## src/rtl/nv_nvdla_cdma_wt_pkg.sv

```systemverilog
// Shared CDMA weight-path definitions: default widths and DMA read-request pd layout.
package nv_nvdla_cdma_wt_pkg;

  localparam int unsigned WT_ADDR_W   = 64;
  localparam int unsigned WT_SIZE_W   = 15;
  localparam int unsigned WT_MAX_OUTS = 128;
  localparam int unsigned WT_CNT_W    = 8;

  // Source id carried in the top bit of the read-request pd
  typedef enum logic {
    SrcWt  = 1'b0,
    SrcWmb = 1'b1
  } wt_src_id_e;

  // pd layout is {src_id, size, addr}, addr in the low bits
  function automatic int unsigned pd_addr_lsb();
    return 0;
  endfunction

  function automatic int unsigned pd_size_lsb(int unsigned addr_w);
    return addr_w;
  endfunction

  function automatic int unsigned pd_id_bit(int unsigned addr_w, int unsigned size_w);
    return addr_w + size_w;
  endfunction

endpackage

```

## src/rtl/nv_nvdla_cdma_wt_sp_arb.sv

```systemverilog
// Two-input strict-priority arbiter, req0 wins; no grant while the consumer is busy.
module nv_nvdla_cdma_wt_sp_arb (
  input  logic req0,
  input  logic req1,
  input  logic gnt_busy,
  output logic gnt0,
  output logic gnt1
);

  // Purely combinational grant so the winner is known in the request cycle
  always_comb begin
    gnt0 = 1'b0;
    gnt1 = 1'b0;
    if (!gnt_busy) begin
      if (req0) begin
        gnt0 = 1'b1;
      end else if (req1) begin
        gnt1 = 1'b1;
      end
    end
  end

endmodule

```

## src/rtl/nv_nvdla_cdma_wt_dma_req_sel.sv

```systemverilog
// CDMA weight DMA request selector: arbitrates the weight and WMB fetch sources onto one
// registered DMA read-request port and tracks in-flight reads per source.
module nv_nvdla_cdma_wt_dma_req_sel
  import nv_nvdla_cdma_wt_pkg::*;
#(
  parameter int unsigned ADDR_W   = WT_ADDR_W,
  parameter int unsigned SIZE_W   = WT_SIZE_W,
  parameter int unsigned MAX_OUTS = WT_MAX_OUTS
) (
  input  logic                     nvdla_core_clk,
  input  logic                     nvdla_core_rst,
  input  logic                     src0_req_valid,
  output logic                     src0_req_ready,
  input  logic [ADDR_W-1:0]        src0_req_addr,
  input  logic [SIZE_W-1:0]        src0_req_size,
  input  logic                     src1_req_valid,
  output logic                     src1_req_ready,
  input  logic [ADDR_W-1:0]        src1_req_addr,
  input  logic [SIZE_W-1:0]        src1_req_size,
  output logic                     dma_rd_req_vld,
  input  logic                     dma_rd_req_rdy,
  output logic [SIZE_W+ADDR_W:0]   dma_rd_req_pd,
  input  logic                     src0_rsp_done,
  input  logic                     src1_rsp_done,
  output logic [WT_CNT_W-1:0]      src0_outs_cnt,
  output logic [WT_CNT_W-1:0]      src1_outs_cnt,
  output logic                     cnt_err
);

  localparam int unsigned AddrLsb = pd_addr_lsb();
  localparam int unsigned SizeLsb = pd_size_lsb(ADDR_W);
  localparam int unsigned IdBit   = pd_id_bit(ADDR_W, SIZE_W);
  localparam logic [WT_CNT_W-1:0] MaxCnt = WT_CNT_W'(MAX_OUTS);

  logic                         req0, req1, busy;
  logic                         arb_gnt0, arb_gnt1;
  logic                         gnt0, gnt1;
  logic                         vld_q;
  logic [SIZE_W+ADDR_W:0]       pd_q, pd_d;
  logic [1:0][WT_CNT_W-1:0]     cnt_q, cnt_d;
  logic [1:0]                   cnt_inc, cnt_dec;
  logic                         err_q, err_d;

  // A source is eligible only while it has room for another in-flight read
  assign req0 = src0_req_valid & (cnt_q[0] < MaxCnt);
  assign req1 = src1_req_valid & (cnt_q[1] < MaxCnt);
  assign busy = vld_q & ~dma_rd_req_rdy;

  nv_nvdla_cdma_wt_sp_arb u_sp_arb (
    .req0     (req0),
    .req1     (req1),
    .gnt_busy (busy),
    .gnt0     (arb_gnt0),
    .gnt1     (arb_gnt1)
  );

  // Readies must stay low while reset is held even if valids are up
  assign gnt0 = arb_gnt0 & ~nvdla_core_rst;
  assign gnt1 = arb_gnt1 & ~nvdla_core_rst;

  assign src0_req_ready = gnt0;
  assign src1_req_ready = gnt1;

  // Build the pd for the winning source
  always_comb begin
    pd_d                        = '0;
    pd_d[IdBit]                 = gnt1 ? SrcWmb : SrcWt;
    pd_d[IdBit-1:SizeLsb]       = gnt1 ? src1_req_size : src0_req_size;
    pd_d[SizeLsb-1:AddrLsb]     = gnt1 ? src1_req_addr : src0_req_addr;
  end

  // Output register: a grant reloads it even in the cycle the old request is taken
  always_ff @(posedge nvdla_core_clk or posedge nvdla_core_rst) begin
    if (nvdla_core_rst) begin
      vld_q <= 1'b0;
      pd_q  <= '0;
    end else if (gnt0 || gnt1) begin
      vld_q <= 1'b1;
      pd_q  <= pd_d;
    end else if (dma_rd_req_rdy) begin
      vld_q <= 1'b0;
    end
  end

  assign dma_rd_req_vld = vld_q;
  assign dma_rd_req_pd  = pd_q;

  assign cnt_inc = {gnt1, gnt0};
  assign cnt_dec = {src1_rsp_done, src0_rsp_done};

  // In-flight counters: saturate at both ends and flag any attempted wrap
  always_comb begin
    cnt_d = cnt_q;
    err_d = err_q;
    for (int i = 0; i < 2; i++) begin
      if (cnt_inc[i] && !cnt_dec[i]) begin
        if (cnt_q[i] >= MaxCnt) begin
          err_d = 1'b1;
        end else begin
          cnt_d[i] = cnt_q[i] + 1'b1;
        end
      end else if (cnt_dec[i] && !cnt_inc[i]) begin
        if (cnt_q[i] == '0) begin
          err_d = 1'b1;
        end else begin
          cnt_d[i] = cnt_q[i] - 1'b1;
        end
      end
    end
  end

  // Counter and sticky error state
  always_ff @(posedge nvdla_core_clk or posedge nvdla_core_rst) begin
    if (nvdla_core_rst) begin
      cnt_q <= '0;
      err_q <= 1'b0;
    end else begin
      cnt_q <= cnt_d;
      err_q <= err_d;
    end
  end

  assign src0_outs_cnt = cnt_q[0];
  assign src1_outs_cnt = cnt_q[1];
  assign cnt_err       = err_q;

endmodule

```

## config.mk

```make
export PLATFORM = sky130hd
export DESIGN_NAME = nv_nvdla_cdma_wt_dma_req_sel
export DESIGN_NICKNAME = d
export VERILOG_FILES = /design/src/rtl/nv_nvdla_cdma_wt_pkg.sv /design/src/rtl/nv_nvdla_cdma_wt_sp_arb.sv /design/src/rtl/nv_nvdla_cdma_wt_dma_req_sel.sv
export SDC_FILE = /design/constraint.sdc
export NUM_CORES = 1
export LEC_CHECK = 0
export CAP_MARGIN = 20
export CORE_MARGIN = 1.5
export CORE_UTILIZATION = 50
export DETAILED_ROUTE_END_ITERATION = 6
export DONT_BUFFER_PORTS = 1
export GPL_ROUTABILITY_DRIVEN = 0
export PLACE_DENSITY = 0.68
export SETUP_SLACK_MARGIN = 0.05
export SYNTH_ARGS = -nofsm -noshare
export SYNTH_HDL_FRONTEND = slang
export SYNTH_HIERARCHICAL = 1
export SYNTH_SLANG_ARGS = --single-unit
```

## constraint.sdc

```tcl
create_clock -name nvdla_core_clk -period 7.2 [get_ports nvdla_core_clk]
set_clock_uncertainty 0.1 [all_clocks]
set_input_delay 1.08 -clock nvdla_core_clk [delete_from_list [all_inputs] [get_ports nvdla_core_clk]]
set_output_delay 1.08 -clock nvdla_core_clk [all_outputs]
set_load 0.01 [all_outputs]
```

==> impl_results.rst, run 1 <==
.. list-table::
   :header-rows: 1

   * - Metric
     - Value
   * - Arrival time reported for the critical path endpoint
     - 3820 ps
   * - Iteration-0 DRC count of the detailed router
     - 134
   * - CTS tree
     - done
   * - Largest voltage drop on the vdd net
     - 187 uV
   * - R2r startpoint
     - src1_outs_cnt[7]
   * - Area growth, synth to finish
     - 4.79%
   * - RSZ-0062 raised after global routing
     - no
   * - Hold-fix buffers at CTS
     - 0
   * - Largest fanout on the critical path
     - 8
   * - Initial antenna violation count
     - 0
   * - Endpoint type of the worst setup path
     - flop
   * - CTS H-tree lvls
     - 3
   * - DP Worst Slack
     - 3160 ps
   * - CTS max path bufs
     - 2
   * - Data required time of the critical path
     - 7340 ps
   * - Post-synth ARST share
     - 100%
   * - Max-Slew Margin vs Limit
     - 34.2%
   * - Classification of the worst setup path
     - in -> reg
   * - Row count
     - 36
   * - Total of warnings raised by yosys
     - 6
   * - Worst Tran Pin Value
     - 988 ps
   * - Share of layout cells above drive strength 1
     - 6.33%
   * - Count of state elements after synthesis
     - 98
   * - Core Util, Final
     - 53.7%
   * - Multi-input gate area in the final layout
     - 0.00236 mm2
   * - Final count of hold timing violations
     - 0
   * - Remaining global-route overflow
     - 0
   * - Aggregate global-route resource usage
     - 21.7%
   * - Remaining antenna violation count after routing
     - 0
   * - Unique cell type count in the Yosys netlist
     - 46
   * - I/O Pins
     - 265
   * - Placed wire-length estimate after detailed placement
     - 8.97 mm
   * - Final period demand of the worst path
     - 3680 ps
   * - Peak clock frequency supported by timing
     - 272 MHz
   * - Layout Cell Area excl Fill
     - 0.00523 mm2
   * - Max capacitance violation total
     - 0
   * - Worst path setup slack after routing
     - 3520 ps
   * - Y dimension of the die
     - 103 um
   * - Pin count of the biggest net entering global routing
     - 108
   * - Register area share after synthesis
     - 49.2%
   * - N_diodes
     - 0
   * - Library cell used as clock root buffer
     - sky130_fd_sc_hd__clkbuf_8
   * - Setup Viol. Count Final
     - 0
   * - Sum of negative setup slack
     - 0 ps
   * - Crit share post-route
     - 51.1%
   * - Starting density of the core
     - 51.2%
   * - Final max-slew violation count
     - 0
   * - Number of cells produced by synthesis
     - 584
   * - Synth Area per Inst
     - 8.54 um2
   * - Clk_lat worst skew
     - 350 ps
   * - Setup bufs post-CTS
     - 0
   * - TritonCTS sink count
     - 98
   * - 1st-pass router iterations
     - 4
   * - Resize count post-CTS
     - 0
   * - Critical path startpoint category
     - input pin
   * - Clock input transition at the sequential cells of the worst setup and hold paths
     - 90 ps
   * - Path depth of the worst reg2reg path
     - 11
   * - Floorplan die width
     - 103 um
   * - Worst-case register-to-register setup slack
     - 3640 ps
   * - Via count of the first global-routing pass
     - 3578
   * - Fill cell total of the finished layout
     - 916
   * - Sum of routed wire length over all layers
     - 12.6 mm
   * - End of the worst register-to-register path
     - src1_outs_cnt[6]
   * - Hold path endpoint
     - dma_rd_req_pd[79]
   * - Wire length of the first global-routing pass
     - 17.4 mm
   * - Quantity of I/O buffers inserted on ports
     - 0
   * - Hold path start
     - dma_rd_req_pd[79]
   * - Placeable core area
     - 0.00973 mm2
   * - Worst hold-check path type
     - reg -> reg
   * - Outcome
     - complete, no violations
   * - DR vias
     - 4114
   * - Most used flip-flop cell after synthesis
     - sky130_fd_sc_hd__dfrtp_1
   * - Remaining DRCs
     - 0
   * - Placed cell areas
     - 0.00505 mm2
   * - Min-Delay Path Depth
     - 2
   * - Static Leakage
     - 0.00233 uW
   * - Area of the die
     - 0.0106 mm2
   * - Number of enable-type register cells in the synthesized netlist
     - 0
   * - Routed wire per std cell
     - 17.9 um
   * - Net count reported at finish
     - 746
   * - Total CTS buffers
     - 9
   * - Mapped Area
     - 0.00499 mm2
   * - Post-synth net total
     - 766
   * - Combined flip-flop and latch cell area
     - 0.00245 mm2
   * - Via count normalized by instance count
     - 5.86
   * - Fin Hold WS
     - 463 ps
   * - Total power per unit cell area
     - 453 mW/mm2
-- routing by layer --
metal | vias to the layer above | global-route usage (%) | part of all wire, %
li1 | 1943 | - | -
met1 | 1950 | 27.1 | 41
met2 | 199 | 36.9 | 49
met3 | 22 | 4.61 | 7.3
met4 | 0 | 9.04 | 2.3
met5 | - | 0 | 0
-- cell usage after synthesis, types with 5 or more instances --
master | number | area (um2)
sky130_fd_sc_hd__dfrtp_1 | 98 | 2450
sky130_fd_sc_hd__mux2_4 | 5 | 75.1
sky130_fd_sc_hd__o21ai_0 | 10 | 50.1
sky130_fd_sc_hd__xnor2_1 | 8 | 70.1
sky130_fd_sc_hd__nor2b_1 | 5 | 31.3
sky130_fd_sc_hd__clkbuf_1 | 32 | 120
sky130_fd_sc_hd__nor2_1 | 84 | 315
sky130_fd_sc_hd__a21oi_1 | 11 | 55.1
sky130_fd_sc_hd__a31oi_1 | 79 | 494
sky130_fd_sc_hd__ha_1 | 16 | 200
sky130_fd_sc_hd__inv_1 | 9 | 33.8
sky130_fd_sc_hd__nand2_1 | 173 | 649
-- critical path, cell delays in order --
cell                       delay, ps
sky130_fd_sc_hd__nor2b_1         130
sky130_fd_sc_hd__nor3b_2         180
sky130_fd_sc_hd__nor2b_1         480
sky130_fd_sc_hd__ha_1            390
sky130_fd_sc_hd__inv_1           210
sky130_fd_sc_hd__fa_1            470
sky130_fd_sc_hd__a211oi_1        250
sky130_fd_sc_hd__o21bai_1        110
sky130_fd_sc_hd__a21oi_1         180
sky130_fd_sc_hd__xnor2_1          80
sky130_fd_sc_hd__mux2_4          250
-- layout make-up --
type                            instances  area share (%)
Clock buffer                           10            2.44
Clock inverter                          6           0.838
Tap cell                              133            3.18
Multi-Input combinational cell        440            45.1
Inverter                               11           0.886
Sequential cell                        98            46.9
Timing Repair Buffer                    4           0.575
-- flip-flops by register name, summed over array words and instances, names as in the netlist --
name            cells
cnt_err             1
dma_rd_req_vld      1
src0_outs_cnt       8
src1_outs_cnt       8
dma_rd_req_pd      80
-- how the worst max path moves through the flow --
stage	from	endpoint	slack, ps	cells past startpoint
finish	src0_req_valid	src1_outs_cnt[6]	3520	11
global route	src0_req_valid	src0_outs_cnt[7]	3220	11
CTS	src0_req_valid	src0_outs_cnt[7]	3540	11
detailed placement	src0_req_valid	src1_outs_cnt[6]	3160	11
global placement	src0_req_valid	src0_outs_cnt[5]	3280	11
floorplan	nvdla_core_rst	src0_outs_cnt[7]	890	13
-- logic make-up (layout without fill, tap and decap cells) --
logic type / Yosys count / count (layout) / synth area share [%]
xor+xnor: 11 / 11 / 1.93
flops: 98 / 98 / 49.2
buf+inv: 46 / 31 / 3.56
mux: 5 / 5 / 1.51
fa+ha+maj: 17 / 17 / 4.42
simple gates: 289 / 289 / 24.0
compound gates: 118 / 118 / 15.4
-- metrics by stage --
step	std cells	power [uW]
6_report	702	2370
5_1_grt	702	2550
4_1_cts	702	2390
3_5_place_dp	686	2060
3_3_place_gp	686	2030
2_1_floorplan	584	1830
-- report_power, final --
group / total, uW / internal [uW] / switching [uW]
clock network: 315 / 126 / 189
logic: 804 / 375 / 430
registers: 1250 / 835 / 414
total: 2370 / 1330 / 1030
-- cells in the final DEF, fill, tap and decap left out, types with 5 or more instances in the layout --
master / count
sky130_fd_sc_hd__a21oi_1: 11
sky130_fd_sc_hd__a31oi_1: 79
sky130_fd_sc_hd__clkbuf_8: 9
sky130_fd_sc_hd__dfrtp_1: 98
sky130_fd_sc_hd__ha_1: 16
sky130_fd_sc_hd__inv_1: 8
sky130_fd_sc_hd__mux2_4: 5
sky130_fd_sc_hd__nand2_1: 172
sky130_fd_sc_hd__nor2_1: 84
sky130_fd_sc_hd__nor2b_1: 5
sky130_fd_sc_hd__o21ai_0: 10
sky130_fd_sc_hd__xnor2_1: 8
Power figures use the tool's default switching activity.
==> inputs of run 2 (changes only) <==
Settings changed: PLACE_DENSITY 0.68 to 0.71.
Clock period 7.2 ns to 3.08 ns, I/O delays scaled along.
==> impl_results.rst, run 2 (synthesis results as in run 1) <==
.. list-table::
   :header-rows: 1

   * - Metric
     - Value
   * - R2r startpoint
     - dma_rd_req_vld
   * - Final count of hold timing violations
     - 0
   * - Resize count post-CTS
     - 0
   * - Layout Cell Area excl Fill
     - 0.00543 mm2
   * - Net count reported at finish
     - 755
   * - Static Leakage
     - 0.00243 uW
   * - Area of the die
     - 0.0106 mm2
   * - TritonCTS sink count
     - 98
   * - Remaining global-route overflow
     - 0
   * - Number of gates on the worst path with buffers counted
     - 9
   * - Via count of the first global-routing pass
     - 3711
   * - Critical path startpoint category
     - flop
   * - Floorplan die width
     - 103 um
   * - Final max-slew violation count
     - 0
   * - Crit path buf inv count
     - 1
   * - Pin count of the biggest net entering global routing
     - 82
   * - Worst Tran Pin Value
     - 871 ps
   * - N_diodes
     - 0
   * - Largest voltage drop on the vdd net
     - 499 uV
   * - Placed wire-length estimate after detailed placement
     - 9.39 mm
   * - Max-Slew Margin vs Limit
     - 42.0%
   * - Worst-case register-to-register setup slack
     - 270 ps
   * - CTS tree
     - done
   * - CP top delay family
     - simple AND/OR/NAND/NOR gates
   * - Row count
     - 36
   * - Worst path setup slack after routing
     - 268 ps
   * - Final period demand of the worst path
     - 2810 ps
   * - Crit share post-route
     - 91.3%
   * - Routed wire per std cell
     - 18.2 um
   * - Outcome
     - complete, no violations
   * - Remaining antenna violation count after routing
     - 0
   * - Endpoint type of the worst setup path
     - flop
   * - Initial antenna violation count
     - 0
   * - Sum of routed wire length over all layers
     - 12.9 mm
   * - Worst hold-check path type
     - in -> async
   * - Placeable core area
     - 0.00973 mm2
   * - Hold-fix buffers at CTS
     - 0
   * - Largest stage delay on the critical path
     - 540 ps
   * - Tot Pwr
     - 5850 uW
   * - 1st-pass router iterations
     - 4
   * - CTS max path bufs
     - 2
   * - Placed Cells
     - 695
   * - Capture point of the worst path
     - src1_outs_cnt[5]
   * - Clock input transition at the sequential cells of the worst setup and hold paths
     - 90 ps
   * - Fill cell total of the finished layout
     - 877
   * - DP Worst Slack
     - 275 ps
   * - CTS H-tree lvls
     - 3
   * - Clk_lat worst skew
     - 360 ps
   * - Wire length of the first global-routing pass
     - 18.1 mm
   * - Starting density of the core
     - 51.2%
   * - I/O Pins
     - 265
   * - Setup Viol. Count Final
     - 0
   * - Library cell used as clock root buffer
     - sky130_fd_sc_hd__clkbuf_8
   * - Commonest cells after routing, fill and taps aside
     - sky130_fd_sc_hd__nand2_1, sky130_fd_sc_hd__dfrtp_1, sky130_fd_sc_hd__nor2_1, sky130_fd_sc_hd__a31oi_1, sky130_fd_sc_hd__ha_1
   * - Classification of the worst setup path
     - reg -> reg
   * - Multi-input gate area in the final layout
     - 0.00240 mm2
   * - Y dimension of the die
     - 103 um
   * - Placed cell areas
     - 0.00520 mm2
   * - Peak clock frequency supported by timing
     - 356 MHz
   * - Via count normalized by instance count
     - 5.99
   * - Combined flip-flop and latch cell area
     - 0.00245 mm2
   * - Largest fanout on the critical path
     - 8
   * - Total CTS buffers
     - 9
   * - Most common cell after layout, fill and taps aside
     - sky130_fd_sc_hd__nand2_1
   * - End of the worst register-to-register path
     - src1_outs_cnt[5]
   * - Quantity of I/O buffers inserted on ports
     - 0
   * - Setup bufs post-CTS
     - 0
   * - Max FFs per register
     - 80
   * - DR vias
     - 4257
   * - Share of layout cells above drive strength 1
     - 9.17%
   * - First element of the critical path
     - dma_rd_req_vld
   * - Path depth of the worst reg2reg path
     - 9
   * - Remaining DRCs
     - 0
   * - Max capacitance violation total
     - 0
   * - Core Util, Final
     - 55.8%
   * - Area growth, synth to finish
     - 8.81%
   * - Aggregate global-route resource usage
     - 22.5%
   * - RSZ-0062 raised after global routing
     - no
   * - Critical path's slowest cell
     - sky130_fd_sc_hd__or4_4
   * - List of cells traversed by the critical path
     - nor2b_1 -> nor3b_2 -> nor2b_2 -> ha_1 -> buf_4 -> or4_4 -> nor4_4 -> a211oi_4 -> mux2_4
   * - Iteration-0 DRC count of the detailed router
     - 104
   * - Final cell count without fillers
     - 711
   * - Data required time of the critical path
     - 3220 ps
   * - Total power per unit cell area
     - 1080 mW/mm2
   * - Arrival time reported for the critical path endpoint
     - 2960 ps
run 2: final cells by class:
| cell class | instances | area share, % |
|---|---|---|
| multi-input combinational | 440 | 44.3 |
| clock inverter | 4 | 1.36 |
| inverter | 11 | 0.969 |
| tap | 133 | 3.07 |
| timing repair buffer | 13 | 2.26 |
| clock buffer | 12 | 2.86 |
| sequential | 98 | 45.2 |
run 2: power by group:
group	internal [uW]	switching (uW)
clock network	502	423
logic	939	1090
registers	1950	951
total	3390	2460
run 2: worst reg2reg max path: stages, from the launching register on:
cell and delay, ps:
sky130_fd_sc_hd__dfrtp_1 430, sky130_fd_sc_hd__nor2b_1 270, sky130_fd_sc_hd__nor3b_2 70, sky130_fd_sc_hd__nor2b_2 160, sky130_fd_sc_hd__ha_1 190, sky130_fd_sc_hd__buf_4 160, sky130_fd_sc_hd__or4_4 540, sky130_fd_sc_hd__nor4_4 330
sky130_fd_sc_hd__a211oi_4 130, sky130_fd_sc_hd__mux2_4 320
run 2: worst min path at each step:
| stage | slack, ps | cells past startpoint | end | start |
|---|---|---|---|---|
| after detailed placement | 450 | 2 | dma_rd_req_pd[79] | dma_rd_req_pd[79] |
| after floorplan | 420 | 2 | dma_rd_req_pd[79] | dma_rd_req_pd[79] |
| after global routing | 100 | 2 | dma_rd_req_pd[14] | nvdla_core_rst |
| final | 60 | 2 | dma_rd_req_pd[14] | nvdla_core_rst |
| after global placement | 440 | 2 | dma_rd_req_pd[79] | dma_rd_req_pd[79] |
| after CTS | 70 | 2 | dma_rd_req_pd[37] | nvdla_core_rst |
run 2: stage by stage:
step	setup TNS, ps	hold WS, ps
finish	0	58.0
global route	0	102
CTS	0	66.4
detailed placement	0	447
global placement	0	440
floorplan	-17390	415
run 2: metal layers:
layer,global-route usage (%),vias to the layer above,wire length [um]
li1,-,1963,-
met1,27.3,2050,5350
met2,38.5,221,6290
met3,5.02,23,1030
met4,9.77,0,238
met5,0,-,0
